<file path="src/rtl/uart_tx_arbiter.sv">
// rtl/uart_tx_arbiter.sv - packet-granular round-robin arbiter sharing one UART transmitter
// Optional owner-stall timeout is built when UART_ARB_TIMEOUT_EN is defined.
module uart_tx_arbiter #(
    parameter int NUM_REQ        = 4,
    parameter int TIMEOUT_CYCLES = 65535
) (
    input  logic                 i_clk,
    input  logic                 i_reset,
    input  logic [NUM_REQ-1:0]   i_req_valid,
    input  logic [8*NUM_REQ-1:0] i_req_data,
    input  logic [NUM_REQ-1:0]   i_req_last,
    output logic [NUM_REQ-1:0]   o_req_ready,
    output logic [NUM_REQ-1:0]   o_grant,
    output logic                 o_busy,
    output logic                 o_tx_latch,
    output logic [7:0]           o_tx_data,
    input  logic                 i_tx_empty,
    output logic                 o_timeout_err
);
    localparam int IW = $clog2(NUM_REQ);

    localparam logic [2:0] ST_IDLE  = 3'd0;
    localparam logic [2:0] ST_LOAD  = 3'd1;
    localparam logic [2:0] ST_LATCH = 3'd2;
    localparam logic [2:0] ST_HOLD  = 3'd3;
    localparam logic [2:0] ST_WAIT  = 3'd4;

    logic [2:0]         r_state;
    logic [NUM_REQ-1:0] r_grant;
    logic [IW-1:0]      r_owner;
    logic [IW-1:0]      r_last_owner;
    logic               r_last_q;
    logic [7:0]         r_tx_data;

    logic               w_own_valid;
    logic               w_own_last;
    logic [7:0]         w_own_data;
    logic               w_found;
    logic [IW-1:0]      w_pick;
    logic [IW-1:0]      w_cand;
    logic               w_accept;
    logic               w_timeout;

    always_comb begin
        w_own_valid = 1'b0;
        w_own_last  = 1'b0;
        w_own_data  = 8'h00;
        for (int i = 0; i < NUM_REQ; i++) begin
            if (r_owner == IW'(i)) begin
                w_own_valid = i_req_valid[i];
                w_own_last  = i_req_last[i];
                w_own_data  = i_req_data[i*8 +: 8];
            end
        end
    end

    // Search starts just after the previous owner so it never gets back-to-back priority.
    always_comb begin
        w_found = 1'b0;
        w_pick  = r_last_owner;
        w_cand  = '0;
        for (int k = 1; k <= NUM_REQ; k++) begin
            w_cand = IW'((int'(r_last_owner) + k) % NUM_REQ);
            if (!w_found && i_req_valid[w_cand]) begin
                w_found = 1'b1;
                w_pick  = w_cand;
            end
        end
    end

    assign w_accept    = (r_state == ST_LOAD) && w_own_valid && i_tx_empty;
    assign o_req_ready = w_accept ? r_grant : '0;
    assign o_grant     = r_grant;
    assign o_busy      = (r_state != ST_IDLE);
    assign o_tx_latch  = (r_state == ST_LATCH);
    assign o_tx_data   = r_tx_data;

`ifdef UART_ARB_TIMEOUT_EN
    localparam logic [15:0] TO_LAST = 16'(TIMEOUT_CYCLES - 1);

    logic [15:0] r_to_cnt;
    logic        r_timeout_err;

    // Only an owner with nothing to offer is timed out; waiting on the UART is not.
    assign w_timeout     = (r_state == ST_LOAD) && !w_own_valid && (r_to_cnt == TO_LAST);
    assign o_timeout_err = r_timeout_err;

    always_ff @(posedge i_clk) begin
        if (!i_reset) begin
            r_to_cnt      <= 16'd0;
            r_timeout_err <= 1'b0;
        end else begin
            r_timeout_err <= w_timeout;
            if ((r_state == ST_LOAD) && !w_own_valid && !w_timeout) begin
                r_to_cnt <= r_to_cnt + 16'd1;
            end else if ((r_state != ST_LOAD) || w_accept || w_timeout) begin
                r_to_cnt <= 16'd0;
            end
        end
    end
`else
    logic [15:0] w_unused_to;
    assign w_unused_to   = 16'(TIMEOUT_CYCLES);
    assign w_timeout     = 1'b0;
    assign o_timeout_err = 1'b0;
`endif

    always_ff @(posedge i_clk) begin
        if (!i_reset) begin
            r_state      <= ST_IDLE;
            r_grant      <= '0;
            r_owner      <= '0;
            r_last_owner <= IW'(NUM_REQ - 1);
            r_last_q     <= 1'b0;
            r_tx_data    <= 8'h00;
        end else begin
            case (r_state)
                ST_IDLE: begin
                    if (w_found) begin
                        r_grant <= {{(NUM_REQ-1){1'b0}}, 1'b1} << w_pick;
                        r_owner <= w_pick;
                        r_state <= ST_LOAD;
                    end
                end
                ST_LOAD: begin
                    if (w_accept) begin
                        r_tx_data <= w_own_data;
                        r_last_q  <= w_own_last;
                        r_state   <= ST_LATCH;
                    end else if (w_timeout) begin
                        r_last_owner <= r_owner;
                        r_grant      <= '0;
                        r_state      <= ST_IDLE;
                    end
                end
                ST_LATCH: r_state <= ST_HOLD;
                // Dead cycle: the UART's tx_empty may not have dropped yet.
                ST_HOLD:  r_state <= ST_WAIT;
                ST_WAIT: begin
                    if (i_tx_empty) begin
                        if (r_last_q) begin
                            r_last_owner <= r_owner;
                            r_grant      <= '0;
                            r_state      <= ST_IDLE;
                        end else begin
                            r_state <= ST_LOAD;
                        end
                    end
                end
                default: r_state <= ST_IDLE;
            endcase
        end
    end
endmodule

</file>
<file path="config.mk">
export PLATFORM = sky130hd
export DESIGN_NAME = uart_tx_arbiter
export DESIGN_NICKNAME = d
export VERILOG_FILES = /design/src/rtl/uart_tx_arbiter.sv
export SDC_FILE = /design/constraint.sdc
export NUM_CORES = 1
export LEC_CHECK = 0
export CAP_MARGIN = 20
export CORE_MARGIN = 1
export CORE_UTILIZATION = 40
export CTS_CLUSTER_SIZE = 16
export DETAILED_ROUTE_END_ITERATION = 16
export PLACE_DENSITY = 0.8
export SLEW_MARGIN = 0
export SYNTH_ARGS = -nofsm -noshare
export SYNTH_HDL_FRONTEND = slang
export SYNTH_SLANG_ARGS = --single-unit
</file>
<file path="constraint.sdc">
create_clock -name i_clk -period 1.55 [get_ports i_clk]
set_input_delay 0.155 -clock i_clk [delete_from_list [all_inputs] [get_ports i_clk]]
set_output_delay 0.155 -clock i_clk [all_outputs]
set_load 0.005 [all_outputs]
</file>
==> metrics.csv <==
stage,metric,value,unit
run_status,status,finished with violations,
run_status,violated checks,"design-rule violations, negative setup slack",
routing,Vias/cell,5.68,
synth,Post-synth EDFFs,0,
sta,highest clock rate,565,MHz
power_and_ir_drop,total power draw,1.66,mW
power_and_ir_drop,Clk pwr share,25.9,%
sta,final slew viol count,0,
place,DP HPWL,2850,um
critical_path,Reg2Reg Setup Slack,-0.15,ns
routing,final WL,4290,um
floorplan,Core Area,2850,um^2
final_layout,# nets final,253,
routing,total number of vias,1364,
power_and_ir_drop,P per Cell Area,780,nW/um^2
floorplan,die height,57.8,um
routing,Routed Antenna Nets,0,
synth,Syn Nets,174,
power_and_ir_drop,sw frac,28.1,%
synth,Post-Syn Area,1240,um^2
final_layout,area grow syn2layout,71.0,%
place,port bufs,60,
synth,ranking of synthesized cells by area,"dfxtp_1 (32%), mux4_2 (18%), o21ai_0 (4.8%), nand3_1 (4.0%), nand2_1 (3.9%)",
sta,fin crit share,114,%
critical_path,WP data arrival,1.61,ns
synth,Post-Syn Instances,131,
place,RePlAce Congestion,0.924,
routing,DRC viols,2,
job,Max-Cap Viols,0,
floorplan,die area,3340,um^2
worst_hold_path,Worst Hold Class,register to register,
floorplan,Die Wd,57.8,um
cts,Hold Buf Count CTS,0,
critical_path,critical path endpoint,o_req_ready[2],
critical_path,cell-by-cell trace of the critical path,mux4_2 -> nand4_4 -> buf_6 -> nor2_1 -> buf_2,
routing,Routed wire per std cell,17.9,um
synth,Cell variety after synth,37,
synth,top cell type's share of synthesized area,32.2,%
cts,clock slew seen by the registers of the worst setup and hold paths,0.12,ns
final_layout,layout cell share with drive strength beyond 1,30.6,%
synth,"Seq/Total Area, Yosys",32.2,%
critical_path,path depth of the worst reg2reg path,7,
power_and_ir_drop,Logic pwr share,38.5,%
global_routing,first-pass GRT wire length,6740,um
sta,# setup viols final,13,
global_routing,GRT Total Usage,26.7,%
critical_path,worst-path fanout max,3,
critical_path,"Req. time, crit path",1.39,ns
final_layout,sequential cell area,404,um^2
cts,clock latency on the worst-skew pair,0.30,ns
critical_path,reg2reg start,r_owner[1],
routing,Pre-antenna DRT Iters,10,
critical_path,crit path kind,register to output port,
final_layout,Layout Cells excl Fill,240,
final_layout,final instance area,2130,um^2
cts,CTS Buf Count,3,
critical_path,crit path from,r_owner[1],
cts,CTS root buf,clkbuf_4,
global_routing,number of global-route vias before repair,1463,
routing,initial drt markers,42,
cts,CTS tree,done,
sta,RSZ-0062 raised after global routing,true,
sta,minimum clock period after layout,1.77,ns
synth,#FFs+latches synth,20,
power_and_ir_drop,Peak VDD IR,0.370,mV
final_layout,# diodes,0,
critical_path,crit path launch type,register,
place,Place WS,-0.395,ns
floorplan,FP Rows,19,
power_and_ir_drop,P_int,1.19,mW
place,placed insts,228,
synth,Synth Flop Type,dfxtp_1,
sta,Setup Skew,0.00172,ns
cts,clk buf depth,2,
cts,# clock sinks,20,
sta,worst hold slack,0.480,ns
global_routing,GRT overflow,0,
power_and_ir_drop,Seq pwr share,35.7,%
power_and_ir_drop,Static Leak,0.832,nW
global_routing,pin count of the biggest net entering global routing,18,
floorplan,# IOs,62,
critical_path,critical path capture point type,output port,
critical_path,worst reg2reg path endpoint,o_tx_data[3],
final_layout,area taken by multi-input logic gates,805,um^2
final_layout,Fillers,190,
place,Post-DP Area,1940,um^2
power_and_ir_drop,NetSw,466,uW
critical_path,Crit-path slowest cell,mux4_2,
cts,# H-tree levels,1,
critical_path,"slowest stage delay, CP",0.54,ns
synth,Yosys top cell by area,dfxtp_1,
synth,Mean Syn Cell Area,9.49,um^2
floorplan,Starting Density,43.6,%
sta,setup_tns,-1.77,ns
final_layout,final core utilization,74.6,%
global_routing,initial antenna violation count,0,
synth,yosys warns,0,
sta,Final Hold Vio Count,0,
synth,Post-synth ARST share,0,%
sta,Final Worst Setup Slack,-0.219,ns
[cells in the final DEF (no fill, tap or decap), drive strengths merged]
master / synthesis / final
nor3: 3 / 3
and4: 1 / 1
a31oi: 2 / 2
clkbuf: 2 / 4
nor3b: 2 / 2
buf: 10 / 30
a32o: 4 / 4
o311ai: 1 / 1
nand3: 10 / 10
a21boi: 1 / 1
a21oi: 5 / 5
or2: 1 / 1
and3: 1 / 1
bufinv: 0 / 1
inv: 5 / 5
or3: 2 / 2
nand3b: 1 / 1
and3b: 1 / 1
nor2: 8 / 8
nor4: 1 / 1
conb: 1 / 1
dlygate4sd2: 0 / 1
a21o: 1 / 1
clkdlybuf4s50: 0 / 54
nand4: 2 / 2
nor2b: 3 / 3
nand2b: 3 / 3
dfxtp: 20 / 20
o21ai: 12 / 12
o31ai: 1 / 1
xor2: 1 / 1
mux4: 10 / 10
nand2: 13 / 13
mux2i: 3 / 3
[worst max-delay path: cells and delay by family (launching register included)]
kind,cells,cell delay (ns)
simple gates,2,0.17
mux,1,0.54
buf+inv,2,0.23
flops,1,0.35
[sequential cells by signal, summed over array words and instances (netlist names)]
| register | flops |
|---|---|
| o_tx_data | 8 |
| o_grant | 4 |
| r_state | 3 |
| r_last_owner | 2 |
| r_owner | 2 |
| r_last_q | 1 |
[power groups by stage]
stage | logic [mW] | registers, mW | clock network [mW]
global placement | 0.537 | 0.594 | 0
finish | 0.638 | 0.592 | 0.429
detailed placement | 0.559 | 0.597 | 0
global route | 0.680 | 0.595 | 0.464
CTS | 0.628 | 0.589 | 0.431
floorplan | 0.309 | 0.588 | 0
[synth_stat cells, types with 2 or more instances]
cell type	number
dfxtp_1	20
nand2_1	13
o21ai_0	12
mux4_2	10
nand3_1	10
nor2_1	7
a21oi_1	5
buf_2	5
inv_1	5
a32o_1	4
buf_4	3
mux2i_1	3
nand2b_1	3
nor3_1	3
a31oi_1	2
buf_6	2
clkbuf_1	2
nor2b_1	2
nor3b_1	2
[per-layer routing]
metal	vias to the layer above	track usage [%]	share of wire [%]
li1	636	-	-
met1	661	27.5	37
met2	55	52.0	56
met3	12	5.58	4.1
met4	0	10.9	2.8
met5	-	0	0
[worst min-delay path by stage]
stage / cells past startpoint / to / slack, ns / start
global placement: 2 / o_tx_data[7] / 0.45 / o_tx_data[7]
floorplan: 3 / r_state[0] / 0.39 / i_tx_empty
detailed placement: 2 / o_tx_data[1] / 0.47 / o_tx_data[1]
CTS: 2 / o_tx_data[1] / 0.47 / o_tx_data[1]
global route: 2 / o_tx_data[4] / 0.49 / o_tx_data[4]
finish: 2 / o_tx_data[4] / 0.48 / o_tx_data[4]
[timing repair]
| action | 4_1_cts | 5_1_grt |
|---|---|---|
| pin swaps | 7 | 3 |
| gates resized for setup | 43 | 7 |
| cloned | 1 | 0 |
| buffers inserted | 8 | 0 |
| setup endpoints to repair | 14 | 18 |
[kinds of logic (layout without fill, tap and decap cells)]
logic type	after synthesis	in the layout	share of synthesized area (%)
simple gates	52	52	25.0
flops	20	20	32.2
xor+xnor	1	1	0.704
other cells	1	1	0.302
compound gates	27	27	13.6
mux	13	13	20.5
buf+inv	17	95	7.75
[area by class of cell]
cell class | count | area share [%]
Inverter | 5 | 0.882
Timing Repair Buffer | 86 | 38.0
Clock buffer | 3 | 1.06
Sequential cell | 20 | 19.0
Tap cell | 31 | 1.82
Multi-Input combinational cell | 94 | 37.8
Clock inverter | 1 | 1.41
(Power assumes the default switching activity.)
